==> src/rtl/display_monitor.sv <==
// display_monitor: passive observer of the disp_* bus; measures active-area geometry per frame,
// tracks frame-to-frame lock, and builds a CRC-16-CCITT of the pixels when DISPLAY_MONITOR_CRC_EN is defined.
module display_monitor #(
    parameter int BPC   = 5,
    parameter int CORDW = 16
) (
    input  logic             clk,
    input  logic             rst,
    input  logic             disp_hsync,
    input  logic             disp_vsync,
    input  logic             disp_de,
    input  logic             disp_frame,
    input  logic [BPC-1:0]   disp_r,
    input  logic [BPC-1:0]   disp_g,
    input  logic [BPC-1:0]   disp_b,
    output logic [CORDW-1:0] meas_hres,
    output logic [CORDW-1:0] meas_vres,
    output logic [15:0]      frame_crc,
    output logic             frame_done,
    output logic             locked,
    output logic             err_geom
);

    localparam int PXW = 3 * BPC;
    localparam logic [CORDW-1:0] CNT_ZERO = {CORDW{1'b0}};
    localparam logic [CORDW-1:0] CNT_ONE  = {{(CORDW-1){1'b0}}, 1'b1};

    typedef enum logic [1:0] {
        ST_SEARCH  = 2'd0,
        ST_MEASURE = 2'd1,
        ST_LOCKED  = 2'd2
    } state_t;

    state_t           state_r, state_s;
    logic             de_q_r;
    logic [CORDW-1:0] run_r, run_s;
    logic [CORDW-1:0] cur_hres_r, cur_hres_s;
    logic [CORDW-1:0] cur_vres_r, cur_vres_s;
    logic             ragged_r, ragged_s;
    logic [CORDW-1:0] meas_hres_r, meas_hres_s;
    logic [CORDW-1:0] meas_vres_r, meas_vres_s;
    logic             frame_done_r, frame_done_s;
    logic             err_geom_r, err_geom_s;
    logic             locked_r;

    logic             active_s;
    logic             line_close_s;
    logic [CORDW-1:0] run_cont_s;
    logic             run_sat_s;
    logic [CORDW-1:0] run_start_s;
    logic [CORDW-1:0] cl_hres_s;
    logic [CORDW-1:0] cl_vres_s;
    logic             cl_ragged_s;
    logic             unused_s;

    assign active_s     = (state_r == ST_MEASURE) || (state_r == ST_LOCKED);
    // A frame pulse also closes a line still open from the previous cycle.
    assign line_close_s = active_s && de_q_r && (!disp_de || disp_frame);
    assign run_start_s  = disp_de ? CNT_ONE : CNT_ZERO;

    // Run-length counter for the current line, saturating at all-ones
    always_comb begin
        run_cont_s = CNT_ZERO;
        run_sat_s  = 1'b0;
        if (!disp_de) begin
            run_cont_s = CNT_ZERO;
        end else if (!de_q_r) begin
            run_cont_s = CNT_ONE;
        end else if (&run_r) begin
            run_cont_s = run_r;
            run_sat_s  = 1'b1;
        end else begin
            run_cont_s = run_r + CNT_ONE;
        end
    end

    // Frame accumulators with the closing line (if any) folded in
    always_comb begin
        cl_hres_s   = cur_hres_r;
        cl_vres_s   = cur_vres_r;
        cl_ragged_s = ragged_r;
        if (line_close_s) begin
            if (cur_vres_r == CNT_ZERO) begin
                cl_hres_s = run_r;
            end else if (run_r != cur_hres_r) begin
                cl_ragged_s = 1'b1;
            end else begin
                cl_ragged_s = ragged_r;
            end
            if (&cur_vres_r) begin
                cl_ragged_s = 1'b1;
            end else begin
                cl_vres_s = cur_vres_r + CNT_ONE;
            end
        end else begin
            cl_hres_s = cur_hres_r;
        end
    end

    // Next-state logic, frame-end latching and lock decision
    always_comb begin
        state_s      = state_r;
        run_s        = run_r;
        cur_hres_s   = cur_hres_r;
        cur_vres_s   = cur_vres_r;
        ragged_s     = ragged_r;
        meas_hres_s  = meas_hres_r;
        meas_vres_s  = meas_vres_r;
        frame_done_s = 1'b0;
        err_geom_s   = 1'b0;
        case (state_r)
            ST_SEARCH: begin
                if (disp_frame) begin
                    state_s    = ST_MEASURE;
                    run_s      = run_start_s;
                    cur_hres_s = CNT_ZERO;
                    cur_vres_s = CNT_ZERO;
                    ragged_s   = 1'b0;
                end else begin
                    run_s = CNT_ZERO;
                end
            end
            ST_MEASURE, ST_LOCKED: begin
                if (disp_frame) begin
                    meas_hres_s  = cl_hres_s;
                    meas_vres_s  = cl_vres_s;
                    frame_done_s = 1'b1;
                    if (state_r == ST_MEASURE) begin
                        if (!cl_ragged_s && (cl_hres_s != CNT_ZERO) && (cl_vres_s != CNT_ZERO)) begin
                            state_s = ST_LOCKED;
                        end else begin
                            state_s = ST_MEASURE;
                        end
                    end else if (!cl_ragged_s && (cl_hres_s == meas_hres_r) && (cl_vres_s == meas_vres_r)) begin
                        state_s = ST_LOCKED;
                    end else begin
                        state_s    = ST_MEASURE;
                        err_geom_s = 1'b1;
                    end
                    run_s      = run_start_s;
                    cur_hres_s = CNT_ZERO;
                    cur_vres_s = CNT_ZERO;
                    ragged_s   = 1'b0;
                end else begin
                    run_s      = run_cont_s;
                    cur_hres_s = cl_hres_s;
                    cur_vres_s = cl_vres_s;
                    ragged_s   = cl_ragged_s | run_sat_s;
                end
            end
            default: begin
                state_s = ST_SEARCH;
                run_s   = CNT_ZERO;
            end
        endcase
    end

    // State, accumulator and output registers
    always_ff @(posedge clk) begin
        if (rst) begin
            state_r      <= ST_SEARCH;
            de_q_r       <= 1'b0;
            run_r        <= CNT_ZERO;
            cur_hres_r   <= CNT_ZERO;
            cur_vres_r   <= CNT_ZERO;
            ragged_r     <= 1'b0;
            meas_hres_r  <= CNT_ZERO;
            meas_vres_r  <= CNT_ZERO;
            frame_done_r <= 1'b0;
            err_geom_r   <= 1'b0;
            locked_r     <= 1'b0;
        end else begin
            state_r      <= state_s;
            de_q_r       <= disp_de;
            run_r        <= run_s;
            cur_hres_r   <= cur_hres_s;
            cur_vres_r   <= cur_vres_s;
            ragged_r     <= ragged_s;
            meas_hres_r  <= meas_hres_s;
            meas_vres_r  <= meas_vres_s;
            frame_done_r <= frame_done_s;
            err_geom_r   <= err_geom_s;
            locked_r     <= (state_s == ST_LOCKED);
        end
    end

    assign meas_hres  = meas_hres_r;
    assign meas_vres  = meas_vres_r;
    assign frame_done = frame_done_r;
    assign err_geom   = err_geom_r;
    assign locked     = locked_r;

`ifdef DISPLAY_MONITOR_CRC_EN
    localparam logic [15:0] CRC_POLY = 16'h1021;
    localparam logic [15:0] CRC_INIT = 16'hFFFF;

    logic [PXW-1:0] pix_s;
    logic [15:0]    crc_r, crc_s;
    logic [15:0]    frame_crc_r;
    logic           frame_end_s;

    // One CRC-16-CCITT step over a whole pixel word, MSB first
    function automatic logic [15:0] crc16_word(input logic [15:0] crc_in, input logic [PXW-1:0] word);
        logic [15:0] c;
        logic        fb;
        c = crc_in;
        for (int i = PXW - 1; i >= 0; i--) begin
            fb = c[15] ^ word[i];
            c  = {c[14:0], 1'b0} ^ (fb ? CRC_POLY : 16'h0000);
        end
        return c;
    endfunction

    assign pix_s       = {disp_r, disp_g, disp_b};
    assign frame_end_s = active_s && disp_frame;

    // CRC restarts on every frame pulse; the pixel on that cycle belongs to the new frame
    always_comb begin
        crc_s = crc_r;
        if (disp_frame) begin
            crc_s = disp_de ? crc16_word(CRC_INIT, pix_s) : CRC_INIT;
        end else if (active_s && disp_de) begin
            crc_s = crc16_word(crc_r, pix_s);
        end else begin
            crc_s = crc_r;
        end
    end

    // CRC accumulator and latched per-frame result
    always_ff @(posedge clk) begin
        if (rst) begin
            crc_r       <= CRC_INIT;
            frame_crc_r <= 16'h0000;
        end else begin
            crc_r <= crc_s;
            if (frame_end_s) begin
                frame_crc_r <= crc_r;
            end else begin
                frame_crc_r <= frame_crc_r;
            end
        end
    end

    assign frame_crc = frame_crc_r;
    assign unused_s  = ^{disp_hsync, disp_vsync};
`else
    assign frame_crc = 16'h0000;
    assign unused_s  = ^{disp_hsync, disp_vsync, disp_r, disp_g, disp_b};
`endif

endmodule
==> config.mk <==
export PLATFORM = sky130hd
export DESIGN_NAME = display_monitor
export DESIGN_NICKNAME = d
export VERILOG_FILES = /design/src/rtl/display_monitor.sv
export SDC_FILE = /design/constraint.sdc
export NUM_CORES = 1
export LEC_CHECK = 0
export ABC_AREA = 1
export BUFFER_PORTS_ARGS = -buffer_cell sky130_fd_sc_hd__buf_2
export CAP_MARGIN = 30
export CORE_ASPECT_RATIO = 0.7
export CORE_MARGIN = 4
export CORE_UTILIZATION = 63
export DETAILED_ROUTE_END_ITERATION = 7
export PLACE_DENSITY = 0.95
export SLEW_MARGIN = 0
export SYNTH_ARGS = -nofsm -noshare
export SYNTH_HDL_FRONTEND = slang
export SYNTH_SLANG_ARGS = --single-unit
==> constraint.sdc <==
create_clock -name clk -period 7.4 [get_ports clk]
set_input_delay 0.37 -clock clk [delete_from_list [all_inputs] [get_ports clk]]
set_output_delay 0.37 -clock clk [all_outputs]
set_load 0.02 [all_outputs]
### Yosys cells after proc, flatten, opt, wreduce, memory -nomap -nowiden

Cells that the tools add are included.

* register bits after elaboration: 87
* output and inout bits: 51
* word-level logic and storage cells: 80

* bitwise gates (word level): 3
* mux-type cells: 34
* add/subtract/negate cells: 2
* equality and inequality tests: 8
* reductions and logical operators: 22

Operators by type and width (number)
* $mux W16: 11
* $pmux W16 S2: 3
* $add A16 B1 Y16 const B: 2
* $eq A16 B16 Y1: 2
* $reduce_and A16 Y1: 2
* $reduce_bool A16 Y1: 2
* $logic_not A16 Y1: 1
* $ne A16 B16 Y1: 1
* $mux W1: 13
* $mux W2: 5
* $logic_and A1 B1 Y1: 6
* $ne A5 B5 Y1 const B: 1
* $eq A2 B2 Y1 const B: 2
* $pmux W2 S2: 1
* $reduce_and A2 Y1: 2
* $reduce_or A2 Y1: 2
* $reduce_or A4 Y1: 1
* $eq A2 B1 Y1 const B: 1
* $logic_not A1 Y1: 2
* $logic_not A2 Y1: 1
* $logic_or A1 B1 Y1: 2
* $ne A2 B2 Y1 const B: 1
* $not A1 Y1: 2
* $pmux W1 S2: 1
* 2 further kinds: 2

### Depth between registers and ports, before layout

* depth after elaboration: 13
* depth in mapped cells: 23
* mapped depth without buffers: 22

### Worst setup path before layout

No wires, ideal clock.

* kind: register to register
* from: register state_r[0]
* to: register locked_r, in the netlist locked
* setup slack: 5.077 ns
* data arrival time: 2.259 ns
* required time: 7.336 ns
* cell stages (with the launch flop): 22
* setup time: 0.064 ns
* path through: dfxtp_1 -> inv_1 -> ha_1 -> buf_2 -> nand2_2 -> nor2_8 -> buf_6 -> buf_6 -> nand4_1 -> nand3_1 -> nand2_1 -> nor2_1 -> nand2_1 -> nor2_1 -> nand2_1 -> nor2_1 -> nand2_1 -> nand2_1 -> nand2_1 -> nand2_1 -> nand2_1 -> nor2_1

* word-level cells in the longest chain between the ends: 13
* elaborated cells on any way between the ends: 26

RTL lines
* from (decl): line 34 `state_t state_r, state_s;`
* from (signal assigned): line 173 `state_r <= state_s;`
* $eq A2 B1 Y1 or $eq A2 B2 Y1 (tied branches): line 56, 111, 128
* $logic_or A1 B1 Y1: line 56 `assign active_s = (state_r == ST_MEASURE) || (state_r == ST_LOCKED);`
* $logic_and A1 B1 Y1 (2 in series): line 58 `assign line_close_s = active_s && de_q_r && (!disp_de || disp_frame);`
* $mux W16 or $mux W1 (tied branches): line 82 `if (line_close_s) begin`
* $eq A16 B16 Y1, or another cell as far along: line 134 `end else if (!cl_ragged_s && (cl_hres_s == meas_hres_r) && (cl_vres_s == meas_vres_r)) begin`
* $logic_and A1 B1 Y1, on equally long branches (2 in series): line 134, 129
* $mux W2, on equally long branches: line 134, 129
* $mux W2: line 128 `if (state_r == ST_MEASURE) begin`
* $mux W2: line 124 `if (disp_frame) begin`
* $pmux W2 S2 (*): line 111 `case (state_r)`
* $eq A2 B2 Y1 (*): line 183 `locked_r <= (state_s == ST_LOCKED);`
* to (signal assigned): line 183
* to (decl): line 44 `logic locked_r;`

Every way passes the cells marked *; elsewhere a longest branch is shown, timed or not.
A chain may end at the register's enable or synchronous reset.

### Worst setup path in the final report

Ends and elaborated chain as after synthesis.

==> impl_metrics.env <==
export IMPL_rsz0062_at_grt="false"
export IMPL_yosys_top_cells_area="dfxtp_1 (31%), nand2_1 (19%), inv_1 (9.3%), a21oi_1 (6.8%), nand3_1 (4.9%)"
export IMPL_synth_area_mux_share=0
export IMPL_finalSetupTns_ps=0
export IMPL_hold_viol=0
export IMPL_setup_violations=0
export IMPL_die_y_um=87.1
export IMPL_clock_sinks=87
export IMPL_rows=28
export IMPL_grt_overflow=0
export IMPL_slew_viol_final=0
export IMPL_finalPower_w=0.00119
export IMPL_cts_resized_gates=0
export IMPL_grt_max_degree=64
export IMPL_worstPathRequired_ps=7690
export IMPL_met2_usage=0.411
export IMPL_irDropWorstVdd_uv=173
export IMPL_drv_cap=0
export IMPL_fmax_ghz=0.302
export IMPL_met3_usage=0.0766
export IMPL_yosys_area_top_type_share=0.309
export IMPL_antenna_found_initial=0
export IMPL_grt_pass1_vias=5195
export IMPL_final_nets=962
export IMPL_met1_usage=0.401
export IMPL_num_vias=5811
export IMPL_power_density_mw_per_mm2=195
export IMPL_fin_crit_sh=0.447
export IMPL_p_sw_w=0.000378
export IMPL_power_share_clock=0.366
export IMPL_ys_seq_elements=87
export IMPL_grt_busiest_layer="met2"
export IMPL_synth_top_area_cell="dfxtp_1"
export IMPL_layout_drive_gt1_share=0.0968
export IMPL_cts_clk_slew_worst_paths_ps=60
export IMPL_critPathMaxFanout=33
export IMPL_relSlewSlack=0.363
export IMPL_p_int_w=0.000811
export IMPL_pwr_share_seq=0.427
export IMPL_io_buffers=38
export IMPL_antenna_left=0
export IMPL_die_area_mm2=0.0105
export IMPL_ys_warn_count=0
export IMPL_ys_flop_type="dfxtp_1"
export IMPL_htreeDepth=3
export IMPL_synthMostInstantiatedCell="nand2_1"
export IMPL_core_mm2=0.00858
export IMPL_grt_pass1_wl_um=23900
export IMPL_synth_edf_count=0
export IMPL_finalCriticalPeriod_ps=3310
export IMPL_async_flop_share=0
export IMPL_ios=72
export IMPL_tightest_slew_ps=953
export IMPL_cts_tree="built"
export IMPL_synth_fa_ha_area_frac=0.0133
export IMPL_drt_iter0_drc=822
export IMPL_viasPerCell=5.48
export IMPL_diodes=0
export IMPL_synth_top_family_by_area="simple AND/OR/NAND/NOR gates"
export IMPL_clock_latency_ps=350
export IMPL_gp_congestion=0.932
export IMPL_hold_path_class="primary input to flop"
export IMPL_initial_utilization=0.656
export IMPL_status="finished, final reports clean"
export IMPL_synth_compound_area_frac=0.122
export IMPL_combPwrFrac=0.206
export IMPL_p_leak_nw=3.07
export IMPL_fin_skew_ps=8.43
export IMPL_cts_buffer_depth=2
export IMPL_cts_root_buf="clkbuf_16"
export IMPL_crit_type="flop to flop"
export IMPL_cts_hold_buf=0
export IMPL_yosysSeqAreaShare=0.309
export IMPL_grtUsageTotal=0.282
export IMPL_cts_buffers=9
export IMPL_area_delta_synth_final_pct=8.18
export IMPL_post_drt_wl_per_cell_um=13.6
export IMPL_chipWidth_um=121
export IMPL_dp_hpwl_um=9950
export IMPL_postSynthAreaPerCell_um2=6.17
export IMPL_crit_path_end_kind="flop"
export IMPL_start_kind="flop"
export IMPL_swShare=0.318
export IMPL_drc=0
export IMPL_syn_inst=913
export IMPL_synth_xor_area_frac=0.0295
export IMPL_cts_setup_buffers=0
export IMPL_cp_arrival_ps=3590
export IMPL_netlist_area_mm2=0.00563
export IMPL_synthSimpleGateAreaFrac=0.383
export IMPL_yosys_top_cells_count="nand2_1 (284), inv_1 (139), dfxtp_1 (87)"
export IMPL_synthDistinctLibCells=42
export IMPL_drt_first_pass_iters=6
export IMPL_totalWireLength_um=14400
export IMPL_fin_hold_ws_ps=348
## layout make-up
class / instances / area (um2)
flip-flops and latches: 87 / 1740
repair buffers: 41 / 233
fillers: 697 / 2490
well taps: 120 / 150
clock buffers: 13 / 260
clock inverters: 3 / 17.5
multi-input cells: 653 / 3150
inverters: 143 / 537
## cell usage in the layout (no fill, tap or decap), types with 2 or more instances in the layout
cell | netlist | layout
or2_2 | 3 | 3
buf_4 | 18 | 2
o21ai_0 | 38 | 38
xor2_1 | 16 | 16
nor2_4 | 3 | 4
inv_1 | 139 | 139
nand4_2 | 2 | 2
nor2_1 | 70 | 69
clkbuf_16 | 0 | 9
ha_1 | 6 | 6
nor3_1 | 6 | 6
nand2_2 | 6 | 6
clkbuf_1 | 19 | 2
nand3_1 | 55 | 55
nor4_1 | 2 | 2
a31oi_1 | 2 | 2
nor2_8 | 2 | 2
o211ai_1 | 2 | 2
xnor2_1 | 3 | 3
nor2_2 | 7 | 7
nand3_2 | 5 | 5
conb_1 | 1 | 16
buf_2 | 4 | 38
a21oi_1 | 76 | 76
nand4_1 | 27 | 27
a221oi_1 | 2 | 2
nand3b_1 | 7 | 7
inv_2 | 4 | 4
a211oi_1 | 3 | 3
clkinv_2 | 0 | 2
clkbuf_8 | 0 | 2
nand2_1 | 284 | 284
dfxtp_1 | 87 | 87
## routing by layer
metal  vias up  part of all wire
met5         -                 0
met1      2572              0.46
met4         0             0.021
li1       2901                 -
met3        35              0.11
met2       303              0.42
## power by group through the flow
stage	Combinational, W	Sequential (W)	Clock (W)
after CTS	0.000241	0.000507	0.000439
after global placement	0.000228	0.000517	0
after detailed placement	0.000240	0.000518	0
after floorplan	0.000157	0.000539	0
after global routing	0.000270	0.000511	0.000460
final	0.000245	0.000508	0.000436
## critical path, cell delays in order (launching register included)
cell and delay (ps):
dfxtp_1 390, inv_1 80, ha_1 410, nand2_2 140, nor2_8 450, nand3_4 330, nand2_1 170, nand2_1 100
nand2_1 70, nand2_1 50, nor2_1 200, nand2_1 110, nor2_1 100, nand2_1 50, nor2_1 80, nand2_1 90
nand2_1 120, nand2_1 60, nand2_1 80, nand2_1 50, nor2_1 100
## flip-flops by register name (all words and copies together), names as in the netlist
| name | cells |
|---|---|
| cur_hres_r | 16 |
| cur_vres_r | 16 |
| meas_hres | 16 |
| meas_vres | 16 |
| run_r | 16 |
| state_r | 2 |
| de_q_r | 1 |
| err_geom | 1 |
| frame_done | 1 |
| locked | 1 |
| ragged_r | 1 |
## stage by stage
step                       util  instances  area, um2  setup WS [ps]
final                     0.710       1060       6090           4090
after CTS                 0.710       1060       6090           4210
after floorplan               -        928       5690           5080
after detailed placement  0.677       1044       5810           4270
after global placement    0.674       1043       5790           4300
after global routing      0.710       1060       6090           3780
## worst paths after layout
path	start	slack [ps]	cells after the start	endpoint
setup / recovery	state_r[0]	4090	20	locked
hold / removal	disp_de	350	3	de_q_r
setup reg to reg	state_r[0]	4090	20	locked
hold reg to reg	ragged_r	480	2	ragged_r
## logic make-up after synthesis
group,after synthesis
compound gates,130
simple gates,482
xor+xnor,19
buf+inv,188
other cells,1
flops,87
fa+ha+maj,6
(Power assumes the default switching activity.)
